**config.mk**
```make
export PLATFORM = sky130hd
export DESIGN_NAME = reg_select_encoder_flat
export DESIGN_NICKNAME = d
export VERILOG_FILES = /design/src/rtl/reg_select_encoder_if.sv /design/src/rtl/reg_select_encoder.sv /design/src/flat_wrapper.sv
export SDC_FILE = /design/constraint.sdc
export NUM_CORES = 1
export LEC_CHECK = 0
export CORE_ASPECT_RATIO = 1.4
export CORE_MARGIN = 5
export CORE_UTILIZATION = 35
export CTS_CLUSTER_DIAMETER = 60
export DETAILED_ROUTE_END_ITERATION = 8
export PLACE_DENSITY_LB_ADDON = 0.08
export SLEW_MARGIN = 0
export SYNTH_ARGS = -nofsm -noshare
export SYNTH_HDL_FRONTEND = slang
export SYNTH_SLANG_ARGS = --single-unit
```
**constraint.sdc**
```tcl
create_clock -name clock -period 4.4 [get_ports clock]
set_clock_uncertainty 0.05 [all_clocks]
set_input_delay 0.88 -clock clock [delete_from_list [all_inputs] [get_ports clock]]
set_output_delay 0.88 -clock clock [all_outputs]
set_load 0.05 [all_outputs]
```
**src/rtl/reg_select_encoder_if.sv**
```systemverilog
// Handshake bundle for reg_select_encoder.
// Carries the select-vector input side and the register-index output side.
interface reg_select_encoder_if;
    logic [7:0] in;
    logic       in_valid;
    logic       in_ready;
    logic       out_ready;
    logic [2:0] register;
    logic       out_valid;
    logic       last;
    logic       onehot;
    logic [3:0] count;
    logic       empty;

    modport master (
        output in,
        output in_valid,
        input  in_ready,
        output out_ready,
        input  register,
        input  out_valid,
        input  last,
        input  onehot,
        input  count,
        input  empty
    );

    modport slave (
        input  in,
        input  in_valid,
        output in_ready,
        input  out_ready,
        output register,
        output out_valid,
        output last,
        output onehot,
        output count,
        output empty
    );
endinterface

```
**src/rtl/reg_select_encoder.sv**
```systemverilog
// Drains a multi-hot register-select vector into 3-bit indices,
// lowest register number first, one index per accepted beat.
module reg_select_encoder (
    input  logic             clock,
    input  logic             reset,
    reg_select_encoder_if.slave bus
);

    typedef enum logic [0:0] {
        IDLE  = 1'b0,
        DRAIN = 1'b1
    } state_t;

    state_t     state_q;
    state_t     state_d;
    logic [7:0] pending_q;
    logic [7:0] pending_d;
    logic [3:0] count_q;
    logic [3:0] count_d;
    logic       onehot_q;
    logic       onehot_d;
    logic       empty_q;
    logic       empty_d;

    logic [2:0] head_idx;
    logic [7:0] head_mask;
    logic       head_last;
    logic [3:0] in_pop;

    function automatic logic [3:0] popcount8(input logic [7:0] v);
        logic [3:0] s;
        s = 4'd0;
        for (int i = 0; i < 8; i++) begin
            s = s + {3'd0, v[i]};
        end
        return s;
    endfunction

    // Head of the pending set: highest set bit is the lowest register.
    always_comb begin
        head_idx = 3'd0;
        for (int b = 0; b < 8; b++) begin
            if (pending_q[b]) begin
                head_idx = 3'(7 - b);
            end
        end
        head_mask = 8'h80 >> head_idx;
        head_last = (pending_q != 8'd0)
                 && ((pending_q & (pending_q - 8'd1)) == 8'd0);
    end

    assign in_pop = popcount8(bus.in);

    // Next-state and capture/drain bookkeeping.
    always_comb begin
        state_d   = state_q;
        pending_d = pending_q;
        count_d   = count_q;
        onehot_d  = onehot_q;
        empty_d   = 1'b0;
        unique case (state_q)
            IDLE: begin
                if (bus.in_valid) begin
                    pending_d = bus.in;
                    count_d   = in_pop;
                    onehot_d  = (in_pop == 4'd1);
                    if (bus.in != 8'd0) begin
                        state_d = DRAIN;
                    end else begin
                        empty_d = 1'b1;
                    end
                end
            end
            DRAIN: begin
                if (bus.out_ready) begin
                    pending_d = pending_q & ~head_mask;
                    if (head_last) begin
                        state_d = IDLE;
                    end
                end
            end
            default: begin
                state_d = IDLE;
            end
        endcase
    end

    // State register; reset discards any partially drained vector.
    always_ff @(posedge clock) begin
        if (reset) begin
            state_q   <= IDLE;
            pending_q <= 8'd0;
            count_q   <= 4'd0;
            onehot_q  <= 1'b0;
            empty_q   <= 1'b0;
        end else begin
            state_q   <= state_d;
            pending_q <= pending_d;
            count_q   <= count_d;
            onehot_q  <= onehot_d;
            empty_q   <= empty_d;
        end
    end

    assign bus.in_ready  = (state_q == IDLE);
    assign bus.out_valid = (state_q == DRAIN);
    assign bus.register  = head_idx;
    assign bus.last      = head_last && (state_q == DRAIN);
    assign bus.onehot    = onehot_q;
    assign bus.count     = count_q;
    assign bus.empty     = empty_q;

endmodule

```
**src/flat_wrapper.sv**
```systemverilog
// flat-port wrapper written by rule: the top's interface ports become plain ports
module reg_select_encoder_flat 
  (clock, reset, bus_in, bus_in_valid, bus_in_ready, bus_out_ready, bus_register, bus_out_valid, bus_last, bus_onehot, bus_count, bus_empty);
  reg_select_encoder_if bus_i ();
  input  logic clock;
  input  logic reset;
  input wire logic [$bits(bus_i.in)-1:0] bus_in;
  input wire logic [$bits(bus_i.in_valid)-1:0] bus_in_valid;
  output wire logic [$bits(bus_i.in_ready)-1:0] bus_in_ready;
  input wire logic [$bits(bus_i.out_ready)-1:0] bus_out_ready;
  output wire logic [$bits(bus_i.register)-1:0] bus_register;
  output wire logic [$bits(bus_i.out_valid)-1:0] bus_out_valid;
  output wire logic [$bits(bus_i.last)-1:0] bus_last;
  output wire logic [$bits(bus_i.onehot)-1:0] bus_onehot;
  output wire logic [$bits(bus_i.count)-1:0] bus_count;
  output wire logic [$bits(bus_i.empty)-1:0] bus_empty;
  assign bus_i.in = bus_in;
  assign bus_i.in_valid = bus_in_valid;
  assign bus_in_ready = bus_i.in_ready;
  assign bus_i.out_ready = bus_out_ready;
  assign bus_register = bus_i.register;
  assign bus_out_valid = bus_i.out_valid;
  assign bus_last = bus_i.last;
  assign bus_onehot = bus_i.onehot;
  assign bus_count = bus_i.count;
  assign bus_empty = bus_i.empty;
  reg_select_encoder u_core (.clock(clock), .reset(reset), .bus(bus_i));
endmodule
```
; ---- Word level (Yosys, flattened, before mapping)
; Index checks and enable logic that the tools add are counted.
; W data, S select, Z words.
[totals]
reg_bits = 15
in_bits = 12
[op_classes]
reduce_logical = 8
muxes = 17
n_addsub = 8
n_eq_ne = 3
bitwise = 5
shift = 1
[op_table]
columns = cell, n
row1 = $add A4 B1 Y4, 6
row2 = $mux W3, 8
row3 = $and A8 B8 Y8, 2
row4 = $mux W8, 2
row5 = $pmux W8 S2, 1
row6 = $reduce_bool A8 Y1, 2
row7 = $logic_not A8 Y1, 1
row8 = $not A8 Y8, 1
row9 = $shr A8 B3 Y8 const A, 1
row10 = $sub A8 B1 Y8 const B, 1
row11 = $mux W1, 5
row12 = $eq A4 B1 Y1 const B, 1
row13 = $ne A2 B2 Y1 const B, 2
row14 = $reduce_and A2 Y1, 2
row15 = $reduce_or A3 Y1, 1
row16 = $add A1 B1 Y2, 1
row17 = $logic_and A1 B1 Y1, 2
row18 = $not A1 Y1, 2
row19 = $pmux W1 S2, 1

; ---- Longest topological paths before layout
[logic_depth]
depth_word = 13
ltp_mapped = 12
mapped_depth_nobuf = 12

; ---- Worst setup path before layout
; OpenSTA, ideal clock, no wires.
[synth_timing]
path_type = input to register
start = in bus_in[0]
end = reg u_core.onehot_q, in the netlist u_core.bus.onehot
path_slack_ns = 0.844
stages = 11
setup_time_ns = 0.066
required_ns = 4.284
path_buffers = 0
arrival_time_ns = 3.440
cell_sequence = inv_1 ha_1 inv_1 fa_1 fa_1 fa_1 fa_1 xnor2_1 nor4b_1 a22oi_1 nor2_1
[synth_between]
elab_chain_len = 8
[synth_rtl]
columns = item, line
row1 = from (decl), flat_wrapper.sv:7  ; input wire logic [$bits(bus_i.in)-1:0] bus_in;
row2 = $add A1 B1 Y2, reg_select_encoder.sv:34  ; s = s + {3'd0, v[i]};
row3 = $add A4 B1 Y4 (6 in a row), reg_select_encoder.sv:34
row4 = $eq A4 B1 Y1, reg_select_encoder.sv:66  ; onehot_d = (in_pop == 4'd1);
row5 = to (signal assigned), reg_select_encoder.sv:100  ; onehot_q <= onehot_d;
row6 = to (decl), reg_select_encoder.sv:20  ; logic onehot_q;
; No other way between the ends.
; A chain may end at the register's enable or synchronous reset.

; ---- Final worst setup path
; Same ends and word-level chain as after synthesis.

==> metrics.md <==
| Metric | Value |
|---|---|
| RSZ-0062 raised after global routing | `false` |
| Num rows | `23` |
| Final setup viols | `0` |
| CP arrival | `4110 ps` |
| Die ar. | `4100 um^2` |
| Max clock buf depth | `2` |
| Worst r2r src | `u_core.bus.out_valid` |
| Logic gate share of total power | `39.2%` |
| DIE WIDTH | `55.5 um` |
| CTS buffer count | `3` |
| CP Launch Point | `bus_in[0]` |
| Hold crit path type | `reg2reg` |
| Routability congestion estimate | `0.761` |
| Share of cells above drive strength 1 | `5.52%` |
| MaxCap Viol Count | `0` |
| Initial antenna violation count | `0` |
| Crit path max fanout | `3` |
| Slowest cell on the critical path | `clkdlybuf4s50_1` |
| Worst vdd ir | `0.000132 V` |
| Most frequent cells in the layout | `23 x clkdlybuf4s50_1, 15 x dfxtp_1, 14 x inv_1, 14 x nand2_1, 13 x nor2_1` |
| Vias | `931` |
| Power Density | `350 nW/um^2` |
| Area growth, synth to finish | `25.7%` |
| Diodes inserted | `0` |
| Worst slew margin | `41.3%` |
| CP Launch Type | `input port` |
| Cts hold-fix bufs | `0` |
| Total core area | `2820 um^2` |
| Final period util | `90.3%` |
| Synthesized cell area | `1020 um^2` |
| LEAKAGE | `0.497 nW` |
| Initial Util | `36.0%` |
| Commonest non-fill, non-tap cell in the layout | `clkdlybuf4s50_1` |
| Final WL | `2510 um` |
| DIE HEIGHT | `73.8 um` |
| Worst-Margin Slew | `879 ps` |
| Critical path class | `in2reg` |
| Fmax | `252 MHz` |
| Syn Inst Count | `124` |
| Ys Warns | `0` |
| NetSw | `0.000166 W` |
| Cell count after placement | `178` |
| CTS sink cnt | `15` |
| Root buf cell | `clkbuf_8` |
| Status | `completed` |
| Reg clk slew, reported paths | `60 ps` |
| First-pass GRT wire length | `4170 um` |
| Cell variety after synth | `39` |
| GRT Util Overall | `12.8%` |
| DP Area | `1230 um^2` |
| Int Pwr | `0.000281 W` |
| Ports | `24` |
| Nature of the critical path endpoint | `flop` |
| Hold Fails Final Rpt | `0` |
| Post-CTS Setup Bufs | `0` |
| Slowest stage delay, CP | `510 ps` |
| Initial DRC count | `29` |
| Detailed-route vias per instance | `5.12` |
| Nets@finish | `166` |
| Pre-antenna DRT Iters | `6` |
| Cells along the critical path | `clkdlybuf4s50_1 -> inv_1 -> ha_1 -> inv_1 -> fa_1 -> fa_1 -> fa_1 -> fa_1 -> xnor2_1 -> nor4b_1 -> a22oi_1 -> nor2_1` |
| Post-route insts no fill | `182` |
| Seq/Total Area, Yosys | `29.6%` |
| Largest net degree at the start of global routing | `16` |
| CP most frequent cell | `fa_1` |
| Synth Area per Inst | `8.19 um^2` |
| GRT Residual Overflow | `0` |
| Drt drc | `0` |
| H-tree lvl count | `1` |
| Synth Register Bits | `15` |
| Sw Share | `37.1%` |
| Vias in the first global route | `922` |
| Required @ worst endpoint | `4530 ps` |
| I/O Buffers | `23` |
| Fin crit period | `3970 ps` |
| Fin area | `1280 um^2` |
| Pwr Total | `0.000448 W` |
| Hold path startpoint | `u_core.bus.count[2]` |
| Post-CTS resize count | `0` |
| Clock Power Share | `24.9%` |
| WL/cell | `13.8 um` |
| Clk_lat worst skew | `250 ps` |
| Mapped Nets | `144` |
| Setup ws final | `426 ps` |
| ANT nets after route | `0` |
| Pre-CTS WS | `151 ps` |
| Setup TNS | `0 ps` |
| Post-DP HPWL | `2010 um` |
| Slew Limit Fails | `0` |
| Sequential Power Share | `36.0%` |
| CTS tree | `done` |
state kept, by name, summed over array words and instances (netlist names):
register              cells
u_core.bus.count          4
u_core.bus.empty          1
u_core.bus.onehot         1
u_core.bus.out_valid      1
u_core.pending_q          8
layout make-up:
type	count	area [um^2]
tap	37	46.3
sequential	15	300
clock buffer	4	45.0
fill	318	1540
timing repair buffer	23	230
multi-input combinational	89	603
inverter	14	52.6
worst max-delay path, delay by kind of cell:
family,cells,cell delay (ps)
fa+ha+maj,5,2000
compound gates,1,110
simple gates,2,370
xor+xnor,1,150
buf+inv,3,600
cells by family after synthesis:
kind of cell,share of synthesized area [%]
buffers and inverters,11.1
xor gates and xnor gates,1.72
AOI/OAI and AO/OA,19.2
and+or+nand+nor,24.6
DFF,29.6
adders and majority gates,13.8
synthesized netlist by cell type:
cell | n | area, um^2
nor2_2 | 1 | 6.26
and2_1 | 1 | 6.26
nor4b_1 | 1 | 8.76
nand2b_1 | 1 | 6.26
a311oi_1 | 1 | 8.76
a221oi_2 | 1 | 15.0
clkbuf_8 | 1 | 13.8
a2111oi_0 | 1 | 8.76
nand3_1 | 3 | 15.0
nor2_1 | 13 | 48.8
a211o_2 | 1 | 10.0
o211ai_1 | 4 | 30.0
a21oi_1 | 10 | 50.1
nand4_1 | 1 | 6.26
maj3_1 | 1 | 10.0
o21ai_0 | 5 | 25.0
ha_1 | 4 | 50.1
buf_6 | 3 | 33.8
nor3b_1 | 2 | 15.0
dlygate4sd1_1 | 1 | 8.76
nand3b_1 | 1 | 7.51
a22oi_1 | 1 | 7.51
nor4_2 | 1 | 12.5
xnor2_1 | 2 | 17.5
nor3_1 | 3 | 15.0
o311ai_0 | 2 | 17.5
nor2b_1 | 2 | 12.5
nand2b_2 | 1 | 8.76
fa_1 | 4 | 80.1
inv_1 | 14 | 52.6
nand2_1 | 14 | 52.6
o31ai_1 | 1 | 7.51
and3_1 | 1 | 6.26
or4b_1 | 1 | 10.0
nor4_1 | 1 | 6.26
clkbuf_1 | 1 | 3.75
a211oi_1 | 2 | 15.0
dfxtp_1 | 15 | 300
or3_1 | 1 | 6.26
per-stage QoR:
step           hold WS (ps)  util (%)
2_1_floorplan           470         -
3_3_place_gp            402      43.7
3_5_place_dp            409      43.7
4_1_cts                 420      45.3
5_1_grt                 438      45.3
6_report                414      45.3
layer usage:
layer / GRT usage, % / share of wire, % / wire length [um]
met1: 13.1 / 41 / 1040
met3: 3.87 / 4.7 / 117
met5: 0 / 0 / 0
met4: 4.05 / 0.76 / 19
met2: 24.7 / 53 / 1330
path summary, 6_finish.rpt:
kind / end / slack (ps) / cells after the start
worst max-delay path: u_core.bus.onehot / 430 / 12
worst min register to register: u_core.bus.count[2] / 410 / 2
worst min-delay path: u_core.bus.count[2] / 410 / 2
worst max register to register: u_core.pending_q[6] / 2560 / 3
power by group through the flow:
stage | sequential, W | clock [W] | combinational, W
finish | 0.000161 | 0.000111 | 0.000175
global route | 0.000163 | 0.000119 | 0.000193
CTS | 0.000161 | 0.000115 | 0.000178
detailed placement | 0.000164 | 0 | 0.000177
global placement | 0.000164 | 0 | 0.000177
floorplan | 0.000176 | 0 | 0.000113
(Power assumes the default switching activity.)
==> variant, RTL diff (same flow settings) <==
`pending_q` no longer has a reset.
--- a/src/rtl/reg_select_encoder.sv
+++ b/src/rtl/reg_select_encoder.sv
@@ -89,17 +89,19 @@
     always_ff @(posedge clock) begin
         if (reset) begin
             state_q   <= IDLE;
-            pending_q <= 8'd0;
             count_q   <= 4'd0;
             onehot_q  <= 1'b0;
             empty_q   <= 1'b0;
         end else begin
             state_q   <= state_d;
-            pending_q <= pending_d;
             count_q   <= count_d;
             onehot_q  <= onehot_d;
             empty_q   <= empty_d;
         end
+    end
+
+    always_ff @(posedge clock) begin
+        pending_q <= pending_d;
     end
 
     assign bus.in_ready  = (state_q == IDLE);
Behaviour: not the same (a bounded check fails within 4 cycles, from zero or initial values and one cycle with reset high).
==> variant against the unedited design <==
  * Register-to-register slack gained 30 ps
  * Wire length shrank 13%
  * Final area grew 1.4%
  * Global-route usage shrank 0.73 points
  * Cell count shrank 5.5%
  * Sequential cell count is the same
  * Area after synthesis shrank 1.1%
  * Power shrank 2.7%
  * Non-clock buffer count is the same
  * Worst setup slack gained 81 ps
  * Largest cell class unchanged
==> variant: results <==
metrics = {
    "global_routing": {
        "grt_max_degree": 22,
        "gr-usage-all-layers": 0.121,
        "antenna_found_initial": 0,
        "grt_pass1_vias": 845,
        "grt_pass1_wl_mm": 3.89,
    },
    "synth": {
        "synthAdderAreaFrac": 0.130,
        "synth_compound_area_frac": 0.204,
        "yosys-top-cells-area": "edfxtp_1 24%, dfxtp_1 14%, fa_1 8.0%",
        "synth_cell_types": 33,
        "syn_inst": 114,
        "synthMuxAreaShare": 0,
        "ys_seq_area_frac": 0.379,
        "synth_top_area_frac": 0.239,
        "yosysTopAreaCell": "edfxtp_1",
        "yosysWarningCount": 0,
        "synthArstFlopShare": 0,
        "synth_top_family_by_area": "compound AO/OA/AOI/OAI gates",
        "synth_nets": 134,
        "synth_edf_count": 8,
        "synthXorXnorAreaFrac": 0.0174,
        "synth_top_cells_by_count": "18 x nor2_1, 14 x inv_1, 9 x o21ai_0",
    },
    "clock_network": {
        "htreeDepth": 1,
        "clk_pin_slew_ps": 60,
        "cts_setup_buffers": 0,
        "cts_resized": 0,
        "clk_path_buf_depth": 2,
        "cts_buffers": 3,
        "clkLatencyLatePin_ps": 240,
    },
    "critical_path": {
        "cp-endpoint": "u_core.bus.onehot",
        "r2r_end": "u_core.pending_q[1]",
        "arrival_ps": 3970,
        "r2r_cells": 3,
        "cp_slowest_stage_delay_ps": 500,
        "cp_max_fo": 2,
        "slowest_stage": "fa_1",
        "regToRegSetupSlack_ps": 2590,
        "setup.worst_path.start": "bus_in[0]",
    },
    "place": {
        "port_buffers": 23,
        "dp_hpwl_mm": 1.85,
        "gp_congestion": 0.752,
        "dp.cells": 168,
    },
    "layout": {
        "final_nets": 156,
        "num_antenna_cells": 0,
        "regMostFlops": "u_core.pending_q",
        "layout-drive-gt1-share": 0.0593,
        "largest_reg_flops": 8,
        "fillers": 305,
    },
    "sta": {
        "setup_tns_ps": 0,
        "slew_headroom": 0.586,
    },
    "min_path": {
        "min_from": "u_core.bus.count[2]",
    },
    "drt": {
        "routed_wirelength_mm": 2.19,
        "vias_per_cell": 4.83,
        "drtIter0Drc": 17,
        "firstDrtPassIters": 4,
        "vias": 831,
    },
    "pwr": {
        "ir_worst_vdd_mv": 0.205,
        "leakage_nw": 0.497,
    },
    "status": {
        "status": "finished clean",
    },
}
-- variant: changes by cell type after synthesis, moves of 4 or more --
| cell | before | now |
|---|---|---|
| nand2_1 | 14 | 6 |
| edfxtp_1 | 0 | 8 |
| o21ai_0 | 5 | 9 |
| nor2_1 | 13 | 18 |
| dfxtp_1 | 15 | 7 |
-- variant: worst min-delay path by stage --
stage	to	slack (ps)	cells past startpoint
floorplan	u_core.pending_q[3]	570	2
global placement	u_core.bus.count[3]	430	2
detailed placement	u_core.bus.count[2]	430	2
CTS	u_core.bus.count[2]	440	2
global route	u_core.bus.count[1]	470	2
finish	u_core.bus.count[2]	440	2
-- variant: kinds of logic after synthesis --
family	after synthesis
simple gates	38
compound gates	31
buf+inv	20
flops	15
fa+ha+maj	8
xor+xnor	2
-- variant: area by class of cell --
cell class	instances	area, um2	area share
inverter	14	52.6	0.0406
clock buffer	4	45.0	0.0348
sequential	15	380	0.294
multi-input combinational	79	541	0.417
timing repair buffer	23	230	0.178
tap	37	46.3	0.0357
-- variant: layer usage --
layer | part of all wire | global-route usage | vias up
li1 | - | - | 433
met1 | 0.40 | 0.132 | 371
met2 | 0.54 | 0.228 | 23
met3 | 0.045 | 0.0246 | 4
met4 | 0.014 | 0.0486 | 0
met5 | 0 | 0 | -
-- variant: through the flow --
stage	power, mW	worst slack, ps	hold slack (ps)	util	cell area (um2)
after floorplan	0.285	915	573	-	1000
final	0.435	507	435	0.459	1290
after global placement	0.330	317	426	0.443	1250
after detailed placement	0.333	243	430	0.443	1250
after CTS	0.442	505	444	0.459	1290
after global routing	0.465	415	471	0.459	1290
-- variant: worst reg2reg max path: stages (launching register included) --
cell	delay, ps
dfxtp_1	710
inv_1	130
nand2_1	300
nand2_1	300
-- variant: where the power goes --
group / internal, mW / switching, mW / total, mW
combinational: 0.0600 / 0.0830 / 0.143
clock: 0.0640 / 0.0433 / 0.107
sequential: 0.164 / 0.0214 / 0.185
total: 0.288 / 0.148 / 0.435
